<file path="src/rtl/frame_arbiter_pkg.sv">
// Shared constants and types for the frame arbiter: port count, FSM states,
// stubbing modes and the Avalon-MM register map.
package frame_arbiter_pkg;

    localparam int FA_NUM_PORTS = 4;
    localparam int FA_DATA_W    = 16;

    // Stubbing modes: passthrough wires port 0 straight to egress
    localparam int STUBBING_PASSTHROUGH = 0;
    localparam int STUBBING_FUNCTIONAL  = 1;

    typedef enum logic [1:0] {
        ST_IDLE = 2'd0,
        ST_FWD  = 2'd1,
        ST_GAP  = 2'd2
    } fa_state_e;

    // Register map
    localparam logic [7:0] ADDR_ENABLE = 8'h00;
    localparam logic [7:0] ADDR_GAP    = 8'h01;
    localparam logic [7:0] ADDR_STATUS = 8'h02;
    localparam logic [7:0] ADDR_CLEAR  = 8'h03;
    localparam logic [7:0] ADDR_COUNT0 = 8'h04;
    localparam logic [7:0] ADDR_COUNT1 = 8'h05;
    localparam logic [7:0] ADDR_COUNT2 = 8'h06;
    localparam logic [7:0] ADDR_COUNT3 = 8'h07;

    // Status byte layout: {5'b0, busy, grant[1:0]}
    function automatic logic [7:0] status_byte(input logic busy, input logic [1:0] grant);
        return {5'b00000, busy, grant};
    endfunction

endpackage

</file>
<file path="src/rtl/frame_arbiter_rr_arbiter.sv">
// Combinational 4-way rotating-priority picker: the search starts one past
// the previous winner, so every requester is served within four grants.
module rr_arbiter
    import frame_arbiter_pkg::*;
(
    input  logic [3:0] req_i,
    input  logic [1:0] last_grant_i,
    output logic [1:0] grant_o,
    output logic       valid_o
);

    logic       found;
    logic [1:0] idx;

    // Scan (last_grant+1 .. last_grant+4) mod 4 and take the first requester
    always_comb begin
        grant_o = 2'd0;
        found   = 1'b0;
        idx     = 2'd0;
        for (int unsigned i = 1; i <= 4; i++) begin
            idx = last_grant_i + i[1:0];
            if (!found && req_i[idx]) begin
                grant_o = idx;
                found   = 1'b1;
            end
        end
        valid_o = |req_i;
    end

endmodule

</file>
<file path="src/rtl/frame_arbiter.sv">
// Frame-granular round-robin arbiter: four AXI-Stream ingress ports share one
// egress; a granted port keeps egress until its tlast beat handshakes, then an
// optional programmable idle gap is inserted. Configuration, status and
// per-port frame counters live behind a small Avalon-MM slave.
module frame_arbiter
    import frame_arbiter_pkg::*;
#(
    parameter int NUM_PORTS = FA_NUM_PORTS,
    parameter int STUBBING  = STUBBING_PASSTHROUGH
)(
    input  logic                      clk,
    input  logic                      reset_n,

    input  logic [7:0]                writedata,
    input  logic                      write,
    input  logic                      chipselect,
    input  logic [7:0]                address,
    input  logic                      read,
    output logic [7:0]                readdata,

    input  logic [NUM_PORTS*16-1:0]   in_tdata,
    input  logic [NUM_PORTS-1:0]      in_tvalid,
    input  logic [NUM_PORTS-1:0]      in_tlast,
    output logic [NUM_PORTS-1:0]      in_tready,

    output logic [15:0]               out_tdata,
    output logic                      out_tvalid,
    output logic                      out_tlast,
    input  logic                      out_tready
);

    localparam bit ARB_EN = (STUBBING != STUBBING_PASSTHROUGH);

    fa_state_e   state_q;
    logic [1:0]  grant_q;
    logic [1:0]  last_grant_q;
    logic [7:0]  gap_cnt_q;

    logic [3:0]  enable_mask_q;
    logic [7:0]  gap_cycles_q;
    logic [7:0]  frame_count_q [FA_NUM_PORTS];
    logic [7:0]  frame_count_d [FA_NUM_PORTS];
    logic [7:0]  readdata_q;
    logic [7:0]  rd_data;

    logic [1:0]  win_grant;
    logic        win_valid;
    logic        tlast_hs;
    logic [1:0]  done_port;
    logic        csr_wr;
    logic        clear_cnt;

    assign csr_wr    = chipselect & write;
    assign clear_cnt = csr_wr && (address == ADDR_CLEAR);
    assign tlast_hs  = out_tvalid & out_tready & out_tlast;
    assign done_port = ARB_EN ? grant_q : 2'd0;
    assign readdata  = readdata_q;

    rr_arbiter u_rr_arbiter (
        .req_i        (in_tvalid & enable_mask_q),
        .last_grant_i (last_grant_q),
        .grant_o      (win_grant),
        .valid_o      (win_valid)
    );

    // Egress mux; everything is forced quiet while reset_n is low so a frame
    // in flight is cut without a tlast
    always_comb begin
        out_tdata  = '0;
        out_tvalid = 1'b0;
        out_tlast  = 1'b0;
        in_tready  = '0;
        if (reset_n) begin
            if (!ARB_EN) begin
                out_tdata    = in_tdata[15:0];
                out_tvalid   = in_tvalid[0];
                out_tlast    = in_tlast[0];
                in_tready[0] = out_tready;
            end else if (state_q == ST_FWD) begin
                out_tdata          = in_tdata[32'(grant_q)*16 +: 16];
                out_tvalid         = in_tvalid[grant_q];
                out_tlast          = in_tlast[grant_q];
                in_tready[grant_q] = out_tready;
            end
        end
    end

    // Arbitration FSM: IDLE picks a winner, FWD owns egress until tlast, GAP
    // holds egress idle for gap_cycles cycles
    always_ff @(posedge clk or negedge reset_n) begin
        if (!reset_n) begin
            state_q      <= ST_IDLE;
            grant_q      <= 2'd0;
            last_grant_q <= 2'd3;
            gap_cnt_q    <= '0;
        end else begin
            unique case (state_q)
                ST_IDLE: begin
                    if (ARB_EN && win_valid) begin
                        grant_q      <= win_grant;
                        last_grant_q <= win_grant;
                        state_q      <= ST_FWD;
                    end
                end
                ST_FWD: begin
                    if (tlast_hs) begin
                        if (gap_cycles_q != 8'd0) begin
                            gap_cnt_q <= gap_cycles_q;
                            state_q   <= ST_GAP;
                        end else begin
                            state_q   <= ST_IDLE;
                        end
                    end
                end
                ST_GAP: begin
                    gap_cnt_q <= gap_cnt_q - 8'd1;
                    if (gap_cnt_q == 8'd1) begin
                        state_q <= ST_IDLE;
                    end
                end
                default: state_q <= ST_IDLE;
            endcase
        end
    end

    // Configuration registers
    always_ff @(posedge clk or negedge reset_n) begin
        if (!reset_n) begin
            enable_mask_q <= 4'hF;
            gap_cycles_q  <= '0;
        end else if (csr_wr) begin
            if (address == ADDR_ENABLE) enable_mask_q <= writedata[3:0];
            if (address == ADDR_GAP)    gap_cycles_q  <= writedata;
        end
    end

    // Per-port completed-frame counters; a clear beats a same-cycle increment
    always_comb begin
        for (int unsigned p = 0; p < FA_NUM_PORTS; p++) begin
            frame_count_d[p] = frame_count_q[p];
            if (clear_cnt) begin
                frame_count_d[p] = '0;
            end else if (tlast_hs && (done_port == p[1:0])) begin
                frame_count_d[p] = frame_count_q[p] + 8'd1;
            end
        end
    end

    // Counter storage
    always_ff @(posedge clk or negedge reset_n) begin
        if (!reset_n) begin
            for (int unsigned p = 0; p < FA_NUM_PORTS; p++) begin
                frame_count_q[p] <= '0;
            end
        end else begin
            for (int unsigned p = 0; p < FA_NUM_PORTS; p++) begin
                frame_count_q[p] <= frame_count_d[p];
            end
        end
    end

    // Register read mux; unmapped and write-only addresses read as zero
    always_comb begin
        rd_data = '0;
        case (address)
            ADDR_ENABLE: rd_data = {4'b0000, enable_mask_q};
            ADDR_GAP:    rd_data = gap_cycles_q;
            ADDR_STATUS: rd_data = status_byte(state_q != ST_IDLE, grant_q);
            ADDR_COUNT0,
            ADDR_COUNT1,
            ADDR_COUNT2,
            ADDR_COUNT3: rd_data = frame_count_q[address[1:0]];
            default:     rd_data = '0;
        endcase
    end

    // Registered read data, zero whenever no read is in progress
    always_ff @(posedge clk or negedge reset_n) begin
        if (!reset_n) begin
            readdata_q <= '0;
        end else begin
            readdata_q <= (chipselect && read) ? rd_data : 8'h00;
        end
    end

endmodule

</file>
<file path="config.mk">
export PLATFORM = sky130hd
export DESIGN_NAME = frame_arbiter
export DESIGN_NICKNAME = d
export VERILOG_FILES = /design/src/rtl/frame_arbiter_pkg.sv /design/src/rtl/frame_arbiter_rr_arbiter.sv /design/src/rtl/frame_arbiter.sv
export SDC_FILE = /design/constraint.sdc
export NUM_CORES = 1
export LEC_CHECK = 0
export BUFFER_PORTS_ARGS = -buffer_cell sky130_fd_sc_hd__clkbuf_2
export CAP_MARGIN = 10
export CORE_MARGIN = 2
export CORE_UTILIZATION = 35
export DETAILED_ROUTE_END_ITERATION = 6
export PLACE_DENSITY = 0.8
export SYNTH_ARGS = -nofsm -noshare
export SYNTH_HDL_FRONTEND = slang
export SYNTH_SLANG_ARGS = --single-unit
</file>
<file path="constraint.sdc">
create_clock -name clk -period 1.3 [get_ports clk]
set_clock_uncertainty 0.2 [all_clocks]
set_input_delay 0.195 -clock clk [delete_from_list [all_inputs] [get_ports clk]]
set_output_delay 0.195 -clock clk [all_outputs]
set_load 0.02 [all_outputs]
</file>
# Yosys cells after proc, flatten, opt, wreduce, memory -nomap -nowiden
# Cells that the tools add are included.
word_totals:
  register_bits: 38
  inputBits: 94
  out_inout_bits: 30
classes:
  n_lt_le_gt_ge: 1
  bitwise_logic: 5
  n_eq_ne: 13
  n_addsub: 2
  reduce_logical: 13
  muxes: 18
ops:
  columns: ["operator", "count"]
  rows:
  - ["8-bit 2-to-1 mux", 7]
  - ["8-bit by 3-bit equality test with 1-bit output (second input constant)", 4]
  - ["8-bit case mux with 4 select lines", 1]
  - ["8-bit binary-select mux with 2-bit select", 1]
  - ["8-bit by 1-bit equality test with 1-bit output (second input constant)", 2]
  - ["8-bit by 2-bit equality test with 1-bit output (second input constant)", 2]
  - ["16-bit 2-to-1 mux", 1]
  - ["8-bit case mux with 2 select lines", 1]
  - ["8-bit by 1-bit adder with 8-bit output (second input constant)", 1]
  - ["8-bit logical NOT", 1]
  - ["8-bit nonzero test", 1]
  - ["8-bit by 1-bit subtractor with 8-bit output (second input constant)", 1]
  - ["2-bit 2-to-1 mux", 3]
  - ["2-bit case mux with 3 select lines", 1]
  - ["3-bit AND reduction", 2]
  - ["2-bit nonzero test", 3]
  - ["2-bit != test (second input constant)", 2]
  - ["2-bit AND reduction", 2]
  - ["4-bit OR reduction", 1]
  - ["1-bit bitwise AND", 3]
  - ["3-bit greater-or-equal comparator (second input constant)", 1]
  - ["1-bit 2-to-1 mux", 3]
  - ["2-bit NOT with 3-bit output", 1]
  - ["2-bit by 1-bit equality test with 1-bit output (second input constant)", 1]
  - ["other kinds (5)", 6]

# Longest topological paths before layout
logic_depth:
  ltp_word: 6
  mapped_depth: 4
  ltp_nobuf: 4

# Worst setup path before layout
# OpenSTA, ideal clock, no wires.
synth_path:
  path_type: "input port to flip-flop"
  start: "input port address[2]"
  end: "register gap_cycles_q[0]"
  required_time_ps: 975
  path_buffers: 1
  arrival_time_ps: 1689
  setup_time_ps: 125
  cell_stages: 4
  path_slack_ps: -714
  cell_sequence: "buf_2 -> or4b_4 -> nor4b_4 -> mux2_2"
synth_via:
  elab_chain_len: 2
synth_rtl:
  columns: ["item", "line", "text"]
  rows:
  - ["start: declaration", "frame_arbiter.sv:17", "input logic [7:0] address,"]
  - ["8-bit by 1-bit equality test with 1-bit output", "frame_arbiter.sv:133", "if (address == ADDR_GAP) gap_cycles_q <= writedata;"]
  - ["2-bit AND reduction (no source line)", null, null]
  - ["end signal: assignment", "frame_arbiter.sv:133", null]
  - ["end: declaration", "frame_arbiter.sv:40", "logic [7:0] gap_cycles_q;"]
# No other way between the ends.
# A chain may end at the register's enable or synchronous reset.

# Worst setup path after layout
# Same ends and word-level chain as after synthesis.

==> results.cfg <==
[status]
status = complete, but fails checks
violations = negative setup slack

[setup_path]
cpMaxStageDelayCell = or4b_4
required_ns = 1.26
cp-end-kind = flip-flop
critPathKind = primary input to flip-flop
start_kind = primary input
critPathMaxStageDelay_ns = 0.56
critPathMaxFanout = 4
cp.arrival_ns = 1.73
path_cells = buf_6 -> or4b_4 -> nor4b_4 -> buf_4 -> mux2_4
critPathTopFamily = simple AND/OR/NAND/NOR gates
crit_buf_inv = 2

[final_layout]
fin_area_mm2 = 0.00262
area_growth_pct = 74.1
insertedDiodeCount = 0
nFillCells = 297
fin_nets = 357
drive_above_1_share_pct = 63.2

[global_route]
antenna_found_initial = 0
overflow = 0
grt_pass1_vias = 1761
grt_max_degree = 24
grt_pass1_wl_um = 8430
groute.usage.overall_pct = 21.6

[power]
internal-power_uw = 1730
peakVddDrop_mv = 0.710
p_per_area_mw_per_mm2 = 937
p_total_uw = 2460
clkPwrFrac_pct = 21.5
switchingPower_uw = 732
pwr-share-comb_pct = 37.0
p_seq_share_pct = 41.5
power.leakage_uw = 0.00124
p_sw_share_pct = 29.8

[synth]
synth_edf_count = 0
synthSimpleGateAreaFrac_pct = 28.7
yosys-top-cells-area = dfrtp_1 (40%), mux2_2 (10%), and2_1 (7.9%)
yosys.area.top_type = dfrtp_1
ys_ff_latch = 28
synthesis.area_mm2 = 0.00151
synth_top_cell_area_share_pct = 39.9
post_synth.cell_area_avg_um2 = 10.5
synth_flop_cell = dfrtp_1
yosys_warnings = 2
yosys.area_share.adder_pct = 0.831
synthMuxAreaShare_pct = 12.6
synth_commonest_cells = dfrtp_1 (24), and2_1 (19), nand3_1 (19), a21oi_1 (14), mux2_2 (14)
synth-compound-area-share_pct = 7.14
synthArstFlopShare_pct = 100
synth-seq-area-share_pct = 46.8
ys_types = 32
syn_inst = 144
synth_xor_area_share_pct = 0.581
synth_most_common_cell = dfrtp_1
synth_top_family_by_area = simple AND/OR/NAND/NOR gates

[route]
vias = 1592
viasPerCell = 5.12
finalWirelength_um = 5030
wl_per_cell_um = 16.2
ant_nets = 0
drtIter0Drc = 98
drt_first_pass_iters = 4
drc = 0

[timing]
fin_tns_setup_ns = -7.23
layout_setup_ws_ns = -0.470
fin_crit_ns = 1.77
rsz0062_at_grt = true
max_freq_ghz = 0.565
post-route-period-util_pct = 136
maxSlewViolCount = 0
setup_viol = 28
finalHoldViolCount = 0

[clock_tree]
htree_levels = 1
clockBufferDepth = 2
cts_tree = built
clk_latency_ns = 0.27
cts.reportedPaths.clkPinSlew_ns = 0.09
cts_num_sinks = 28
cts-root-buf = clkbuf_8
numCtsBuffers = 3

[floorplan]
core_mm2 = 0.00406
fp.dieW_um = 69.6
die-area_mm2 = 0.00484
die_y_um = 69.6
boundaryPins = 124
initial_core_util_pct = 37.1
placementRows = 23

[place]
gp_congestion = 0.864
dp_hpwl_um = 3210
dpl-instance-area_mm2 = 0.00215
io_buffers = 66
dp_slack_ns = -0.754

[run]
maxCapViolations = 0

[worst_hold_path]
hp-class = primary input to flip-flop
routing by layer:
layer,GRT usage [%],share of wire (%),up-vias
met2,40.4,55,52
met1,24.2,39,773
met4,7.19,1.9,0
met5,0,0,-
met3,4.36,4.6,8
li1,-,-,759
state kept, by name, summed over array words and instances (netlist names):
signal,flops
readdata,8
frame_count_q,8
enable_mask_q,4
gap_cycles_q,8
through the flow:
step | std cells | hold slack, ns | utilization, %
floorplan | 146 | -0.301 | -
global placement | 291 | 0.104 | 53.1
detailed placement | 291 | 0.111 | 53.1
CTS | 311 | 0.134 | 62.7
global route | 311 | 0.153 | 64.6
finish | 311 | 0.153 | 64.6
worst paths after layout:
| check | start | to | slack, ns | depth (start not counted) |
|---|---|---|---|---|
| setup / recovery | address[2] | gap_cycles_q[0] | -0.47 | 5 |
| hold / removal | read | readdata[5] | 0.15 | 4 |
| setup reg to reg | frame_count_q[30] | frame_count_q[31] | -0.20 | 3 |
| hold reg to reg | gap_cycles_q[7] | gap_cycles_q[7] | 0.33 | 1 |
| max in group asynchronous | reset_n | enable_mask_q[1] | 0.27 | 3 |
| min in group asynchronous | reset_n | gap_cycles_q[6] | 0.35 | 3 |
cell usage in the layout (no fill, tap or decap), types with 2 or more instances in the layout:
cell type      synthesis  final
clkbuf_2               0     63
buf_4                  3     32
dfrtp_1               24     23
and2_1                19     19
nand3_1               19     15
buf_6                  0     12
a21oi_2                0     11
mux2_4                 0     10
dlygate4sd3_1          0     10
mux2_2                14      6
or4b_4                 1      4
clkbuf_8               0      4
dfstp_2                4      4
nand3_2                0      3
o21ai_0                3      3
or3_1                  3      3
conb_1                 1      3
nor4b_1                2      2
nor4_1                 2      2
nand4_1                2      2
nand2_1                3      2
nor3_4                 0      2
o31ai_1                3      2
or4_1                  3      2
a21oi_1               14      2
nor2_4                 0      2
power groups by stage:
stage	combinational, µW	clock [µW]	sequential (µW)
3_3_place_gp	595	0	1000
6_report	910	529	1020
3_5_place_dp	614	0	1010
5_1_grt	981	589	1030
4_1_cts	816	546	1010
2_1_floorplan	251	0	1010
logic make-up after synthesis:
kind of cell / after synthesis
AOI/OAI and AO/OA: 20
DFF: 28
muxes: 17
and+or+nand+nor: 67
xor gates and xnor gates: 1
buffers and inverters: 9
other: 1
adders and majority gates: 1
repair_timing:
action | in CTS | in global routing
pin swaps | 14 | 4
buffers inserted | 5 | 0
gates cloned | 1 | 0
hold endpoints to repair | 40 | 0
resized for setup | 41 | 18
hold buffers | 10 | 0
endpoints found under the setup margin | 47 | 28
layout make-up:
type	count	area, µm²	share of cell area, %
inverter	1	3.75	0.143
sequential	28	707	27.0
tap	50	62.6	2.39
multi-input combinational	109	951	36.3
timing repair buffer	119	843	32.2
clock buffer	4	55.1	2.10
worst register-to-register path, cell delays in order, from the launching register on:
cell     delay, ns
dfrtp_1       0.44
nand4_1       0.15
or4_1         0.50
a21oi_1       0.14
Power figures use the tool's default switching activity.
